`src/rtl/tx_serializer_if.sv`:
```
// Handshake and serial-line bundle between a symbol source and tx_serializer.
interface tx_serializer_if #(
  parameter int DATA_WIDTH = 10
);
  logic                  tx_en;
  logic [DATA_WIDTH-1:0] tx_data;
  logic                  tx_valid;
  logic                  tx_ready;
  logic                  Dout;
  logic                  sym_start;
  logic                  idle_ins;

  modport master (
    output tx_en, tx_data, tx_valid,
    input  tx_ready, Dout, sym_start, idle_ins
  );

  modport slave (
    input  tx_en, tx_data, tx_valid,
    output tx_ready, Dout, sym_start, idle_ins
  );
endinterface

```
`src/rtl/tx_serializer.sv`:
```
// Transmit-side parallel-to-serial converter: a one-entry holding buffer feeds
// a shift register that streams one bit per clock with no gaps between
// symbols, substituting an idle/comma symbol whenever the buffer is empty.
module tx_serializer #(
  parameter int                    DATA_WIDTH   = 10,
  parameter bit                    LSB_FIRST    = 1'b1,
  parameter logic [DATA_WIDTH-1:0] IDLE_PATTERN = 10'h17C
) (
  input logic            clk,
  input logic            rst,
  tx_serializer_if.slave bus
);

  localparam int CW = (DATA_WIDTH > 1) ? $clog2(DATA_WIDTH) : 1;
  localparam logic [CW-1:0] LAST_BIT = CW'(DATA_WIDTH - 1);

  localparam logic [0:0] ST_OFF = 1'b0;
  localparam logic [0:0] ST_RUN = 1'b1;

  logic [0:0]            r_state;
  logic [DATA_WIDTH-1:0] r_shreg;
  logic [CW-1:0]         r_bit_cnt;
  logic [DATA_WIDTH-1:0] r_buf_data;
  logic                  r_buf_valid;
  logic                  r_sym_start;
  logic                  r_idle_ins;

  logic                  w_load;
  logic                  w_xfer;
  logic                  w_last_bit;
  logic [DATA_WIDTH-1:0] w_shifted;

  // Symbol boundary: enable while off, or enable on the last bit of a symbol.
  always_comb begin
    w_last_bit = (r_state == ST_RUN) && (r_bit_cnt == LAST_BIT);
    w_load     = bus.tx_en && ((r_state == ST_OFF) || w_last_bit);
  end

  // Ready depends only on buffer occupancy and the boundary, never on tx_valid.
  assign bus.tx_ready = !rst && (!r_buf_valid || w_load);
  assign w_xfer       = bus.tx_valid && bus.tx_ready;

  // Zero-filled shift toward the output end, so the register empties to all
  // zeros by the time a symbol has fully gone out and the line idles low.
  always_comb begin
    if (LSB_FIRST) begin
      w_shifted = {1'b0, r_shreg[DATA_WIDTH-1:1]};
    end else begin
      w_shifted = {r_shreg[DATA_WIDTH-2:0], 1'b0};
    end
  end

  // The line bit comes straight from the shift register, so Dout is registered.
  assign bus.Dout      = LSB_FIRST ? r_shreg[0] : r_shreg[DATA_WIDTH-1];
  assign bus.sym_start = r_sym_start;
  assign bus.idle_ins  = r_idle_ins;

  // Holding buffer: drains at every boundary, a simultaneous transfer refills it.
  always_ff @(posedge clk) begin
    if (rst) begin
      r_buf_valid <= 1'b0;
      r_buf_data  <= '0;
    end else if (w_load) begin
      r_buf_valid <= w_xfer;
      if (w_xfer) begin
        r_buf_data <= bus.tx_data;
      end
    end else if (w_xfer) begin
      r_buf_valid <= 1'b1;
      r_buf_data  <= bus.tx_data;
    end
  end

  // Line state, shift register and bit counter; a symbol always completes.
  always_ff @(posedge clk) begin
    if (rst) begin
      r_state   <= ST_OFF;
      r_shreg   <= '0;
      r_bit_cnt <= '0;
    end else if (w_load) begin
      r_state   <= ST_RUN;
      r_shreg   <= r_buf_valid ? r_buf_data : IDLE_PATTERN;
      r_bit_cnt <= '0;
    end else if (r_state == ST_RUN) begin
      r_shreg <= w_shifted;
      if (w_last_bit) begin
        r_state   <= ST_OFF;
        r_bit_cnt <= '0;
      end else begin
        r_bit_cnt <= r_bit_cnt + 1'b1;
      end
    end
  end

  // Symbol markers: start pulse on the first bit, idle flag held per symbol.
  always_ff @(posedge clk) begin
    if (rst) begin
      r_sym_start <= 1'b0;
      r_idle_ins  <= 1'b0;
    end else begin
      r_sym_start <= w_load;
      if (w_load) begin
        r_idle_ins <= !r_buf_valid;
      end else if (w_last_bit) begin
        r_idle_ins <= 1'b0;
      end
    end
  end

endmodule

```
`src/flat_wrapper.sv`:
```
// flat-port wrapper written by rule: the top's interface ports become plain ports
module tx_serializer_flat 
#(
  parameter int                    DATA_WIDTH   = 10,
  parameter bit                    LSB_FIRST    = 1'b1,
  parameter logic [DATA_WIDTH-1:0] IDLE_PATTERN = 10'h17C
)
  (clk, rst, bus_tx_en, bus_tx_data, bus_tx_valid, bus_tx_ready, bus_Dout, bus_sym_start, bus_idle_ins);
  tx_serializer_if #(.DATA_WIDTH(DATA_WIDTH)) bus_i ();
  input logic clk;
  input logic rst;
  input wire logic [$bits(bus_i.tx_en)-1:0] bus_tx_en;
  input wire logic [$bits(bus_i.tx_data)-1:0] bus_tx_data;
  input wire logic [$bits(bus_i.tx_valid)-1:0] bus_tx_valid;
  output wire logic [$bits(bus_i.tx_ready)-1:0] bus_tx_ready;
  output wire logic [$bits(bus_i.Dout)-1:0] bus_Dout;
  output wire logic [$bits(bus_i.sym_start)-1:0] bus_sym_start;
  output wire logic [$bits(bus_i.idle_ins)-1:0] bus_idle_ins;
  assign bus_i.tx_en = bus_tx_en;
  assign bus_i.tx_data = bus_tx_data;
  assign bus_i.tx_valid = bus_tx_valid;
  assign bus_tx_ready = bus_i.tx_ready;
  assign bus_Dout = bus_i.Dout;
  assign bus_sym_start = bus_i.sym_start;
  assign bus_idle_ins = bus_i.idle_ins;
  tx_serializer #(.DATA_WIDTH(DATA_WIDTH), .LSB_FIRST(LSB_FIRST), .IDLE_PATTERN(IDLE_PATTERN)) u_core (.clk(clk), .rst(rst), .bus(bus_i));
endmodule
```
`config.mk`:
```
export PLATFORM = sky130hd
export DESIGN_NAME = tx_serializer_flat
export DESIGN_NICKNAME = d
export VERILOG_FILES = /design/src/rtl/tx_serializer_if.sv /design/src/rtl/tx_serializer.sv /design/src/flat_wrapper.sv
export SDC_FILE = /design/constraint.sdc
export NUM_CORES = 1
export LEC_CHECK = 0
export ABC_AREA = 1
export BUFFER_PORTS_ARGS = -buffer_cell sky130_fd_sc_hd__buf_2
export CAP_MARGIN = 20
export CORE_AREA = 2 2 60 62
export DETAILED_ROUTE_END_ITERATION = 10
export DIE_AREA = 0 0 62 64
export PLACE_DENSITY_LB_ADDON = 0.3
export SLEW_MARGIN = 10
export SYNTH_ARGS = -nofsm -noshare
export SYNTH_HDL_FRONTEND = slang
export SYNTH_SLANG_ARGS = --single-unit
```
`constraint.sdc`:
```
create_clock -name clk -period 2.2 [get_ports clk]
set_input_delay 0.11 -clock clk [delete_from_list [all_inputs] [get_ports clk]]
set_output_delay 0.11 -clock clk [all_outputs]
set_load 0.01 [all_outputs]
```
==> qor.yml <==
place:
  gp_congestion: 0.782
  numPortBuffers: 17
  place_area_sq_um: 1490
  dpl.hpwl_um: 1870
min_path:
  min_path_type: "input pin to flop"
critical_path:
  max_stage_delay_ns: 0.36
  crit_path_cell_trace: "inv_1 -> ha_1 -> nand3_1 -> nand2_2 -> nand2_4 -> a21oi_1 -> buf_2"
  cp.required_ns: 2.09
  endpoint_kind: "primary output"
  path_class: "flop to primary output"
  crit_slowest_cell: "dfxtp_1"
  arrival_ns: 1.52
  cp_max_fo: 13
  start_kind: "flop"
yosys:
  synth_top_area_cell: "dfxtp_1"
  ys_ff_latch: 28
  synth-edff-count: 0
  synth_top_area_share_pct: 39.2
  synth_cell_types: 31
  synth_top_cells_by_count: "52 x nand2_1, 28 x dfxtp_1, 26 x inv_1"
  syn_avg_cell_area_sq_um: 7.27
  synth.most_common_cell: "nand2_1"
  synth_xor_area_share_pct: 0.612
  synth-seq-area-share_pct: 39.2
  synth_compound_area_share_pct: 6.38
  synth_nets: 213
  synthMuxAreaShare_pct: 0.699
  synth_top_family_by_area: "simple AND/OR/NAND/NOR gates"
  synth_area_sq_um: 1430
  ys.warnings.count: 0
  synthAdderAreaFrac_pct: 1.75
  netlist_instances: 197
  synth-async-reset-ratio_pct: 0
  synthTopCellsByArea: "dfxtp_1 39%, nand2_1 14%, inv_1 6.8%, nor2_1 6.0%, nand4_1 5.2%"
  synth_simple_gate_area_share_pct: 37.9
  synthFlopType: "dfxtp_1"
timing:
  fin_crit_ns: 1.63
  finalSetupViolations: 0
  holdWs_ns: 0.0175
  max_slew_margin_pct: 53.7
  clock-skew-final_ns: 0.00288
  tightest_slew_ns: 0.694
  final.setup.tns_ns: 0
  hold_violations: 0
  slew_viol_final: 0
  rsz0062_at_grt: "false"
  maxClockFrequency_ghz: 0.615
  fin_crit_sh_pct: 73.9
clock_tree:
  path_clk_slew_ns: 0.14
  hold_buffers: 0
  cts_setup_buffers: 0
  clockRootBuffer: "clkbuf_4"
  numCtsBuffers: 3
  clock_sinks: 28
  clk_latency_ns: 0.32
  cts_tree: "built"
  htreeDepth: 1
  cts_buffer_depth: 2
  postCtsResizedCells: 0
pwr:
  p_seq_share_pct: 60.8
  p_leak_nw: 0.730
  p_comb_share_pct: 16.9
  p_per_area_nw_per_um2: 607
  p_sw_mw: 0.260
  netSwitchingFraction_pct: 28.2
  ir_drop_uv: 354
  power.total_mw: 0.921
  internal-power_mw: 0.661
  clkPwrFrac_pct: 22.3
drt:
  routed_wl_um: 2620
  drtIter0Drc: 49
  ant_nets: 0
  wl_per_cell_um: 10.4
  route.detailed.drc: 0
  routed-via-count: 1175
  avgViaCountPerCell: 4.64
  firstDrtPassIters: 4
finish:
  area.growth.synth_to_final_pct: 5.94
  drive_gt1_share_pct: 19.8
  final_area_sq_um: 1520
  diodes: 0
  nNetsFinal: 225
  n_fill_cell: 343
flow_run:
  drv_cap: 0
grt:
  grt_pass1_vias: 1016
  grt_max_degree: 23
  gr-usage-all-layers_pct: 14.6
  antenna_found_initial: 0
  grt_overflow_total: 0
  grt_pass1_wl_um: 4400
floorplanning:
  io_pins: 18
  core-area_sq_um: 3280
  die_area_sq_um: 3970
  dieWidth_um: 62
  row_count: 21
  dieHeight_um: 64
  start_util_pct: 43.6
run_status:
  status: "finished, final reports clean"
cell families after synthesis:
logic type               after synthesis
AO/OA/AOI/OAI                         13
XOR/XNOR                               1
adder cells (fa/ha/maj)                2
buffers and inverters                 39
flip-flops                            28
multiplexers                           1
AND/OR/NAND/NOR                      113
routing by layer:
metal / wire length (um) / vias up / global-route usage, %
met4: 25 / 0 / 3.99
li1: - / 639 / -
met3: 127 / 4 / 3.64
met2: 1140 / 24 / 21.9
met5: 0 / - / 0
met1: 1320 / 508 / 20.4
cell type report:
cell class | instances | area [sq um] | area share, %
clock buffers | 3 | 22.5 | 1.49
multi-input cells | 130 | 678 | 44.7
flip-flops and latches | 28 | 561 | 37.0
inverters | 28 | 105 | 6.93
repair buffers | 18 | 92.6 | 6.11
well taps | 46 | 57.6 | 3.80
layout by cell type, fill, tap and decap left out, drive strengths merged, types with 2 or more instances in the layout:
master	Yosys	layout
buf	10	18
o21ai	4	4
nand4	12	12
a21oi	5	5
dfxtp	28	28
nor2	24	24
inv	28	28
nand3	15	15
ha	2	2
nand2	60	60
clkbuf	1	3
sequential cells by signal (all words and copies together) (netlist names):
signal and count:
u_core.r_buf_data 10, u_core.r_shreg 10, u_core.r_bit_cnt 4, u_core.bus.idle_ins 1, u_core.bus.sym_start 1, u_core.r_buf_valid 1, u_core.r_state 1
worst paths after layout:
path                               startpoint                                end  slack, ns  depth (start not counted)
max          u_core.r_bit_cnt[1]$_SDFFE_PP0P_                       bus_tx_ready       0.57                          7
max reg2reg  u_core.r_bit_cnt[1]$_SDFFE_PP0P_  u_core.r_buf_data[1]$_SDFFE_PP0P_       0.73                          9
min                            bus_tx_data[5]  u_core.r_buf_data[5]$_SDFFE_PP0P_       0.02                          3
min reg2reg  u_core.r_bit_cnt[2]$_SDFFE_PP0P_   u_core.r_bit_cnt[2]$_SDFFE_PP0P_       0.49                          2
critical path, delay by kind of cell, from the launching register on:
family,cells,cell delay (ns)
flip-flops,1,0.36
AND/OR/NAND/NOR,3,0.35
buffers and inverters,2,0.23
adder cells (fa/ha/maj),1,0.17
AO/OA/AOI/OAI,1,0.09
metrics by stage:
stage               cells  setup WS [ns]  utilization [%]
detailed placement    250          0.746             45.5
global placement      250          0.769             45.5
floorplan             197          0.940                -
global route          253          0.428             46.2
finish                253          0.574             46.2
CTS                   253          0.552             46.2
power by group through the flow:
stage | registers, mW | logic [mW] | clock network, mW
after floorplan | 0.565 | 0.134 | 0
after global placement | 0.571 | 0.155 | 0
after detailed placement | 0.571 | 0.156 | 0
after CTS | 0.559 | 0.157 | 0.215
after global routing | 0.564 | 0.178 | 0.235
final | 0.560 | 0.156 | 0.205
(Power assumes the default switching activity.)
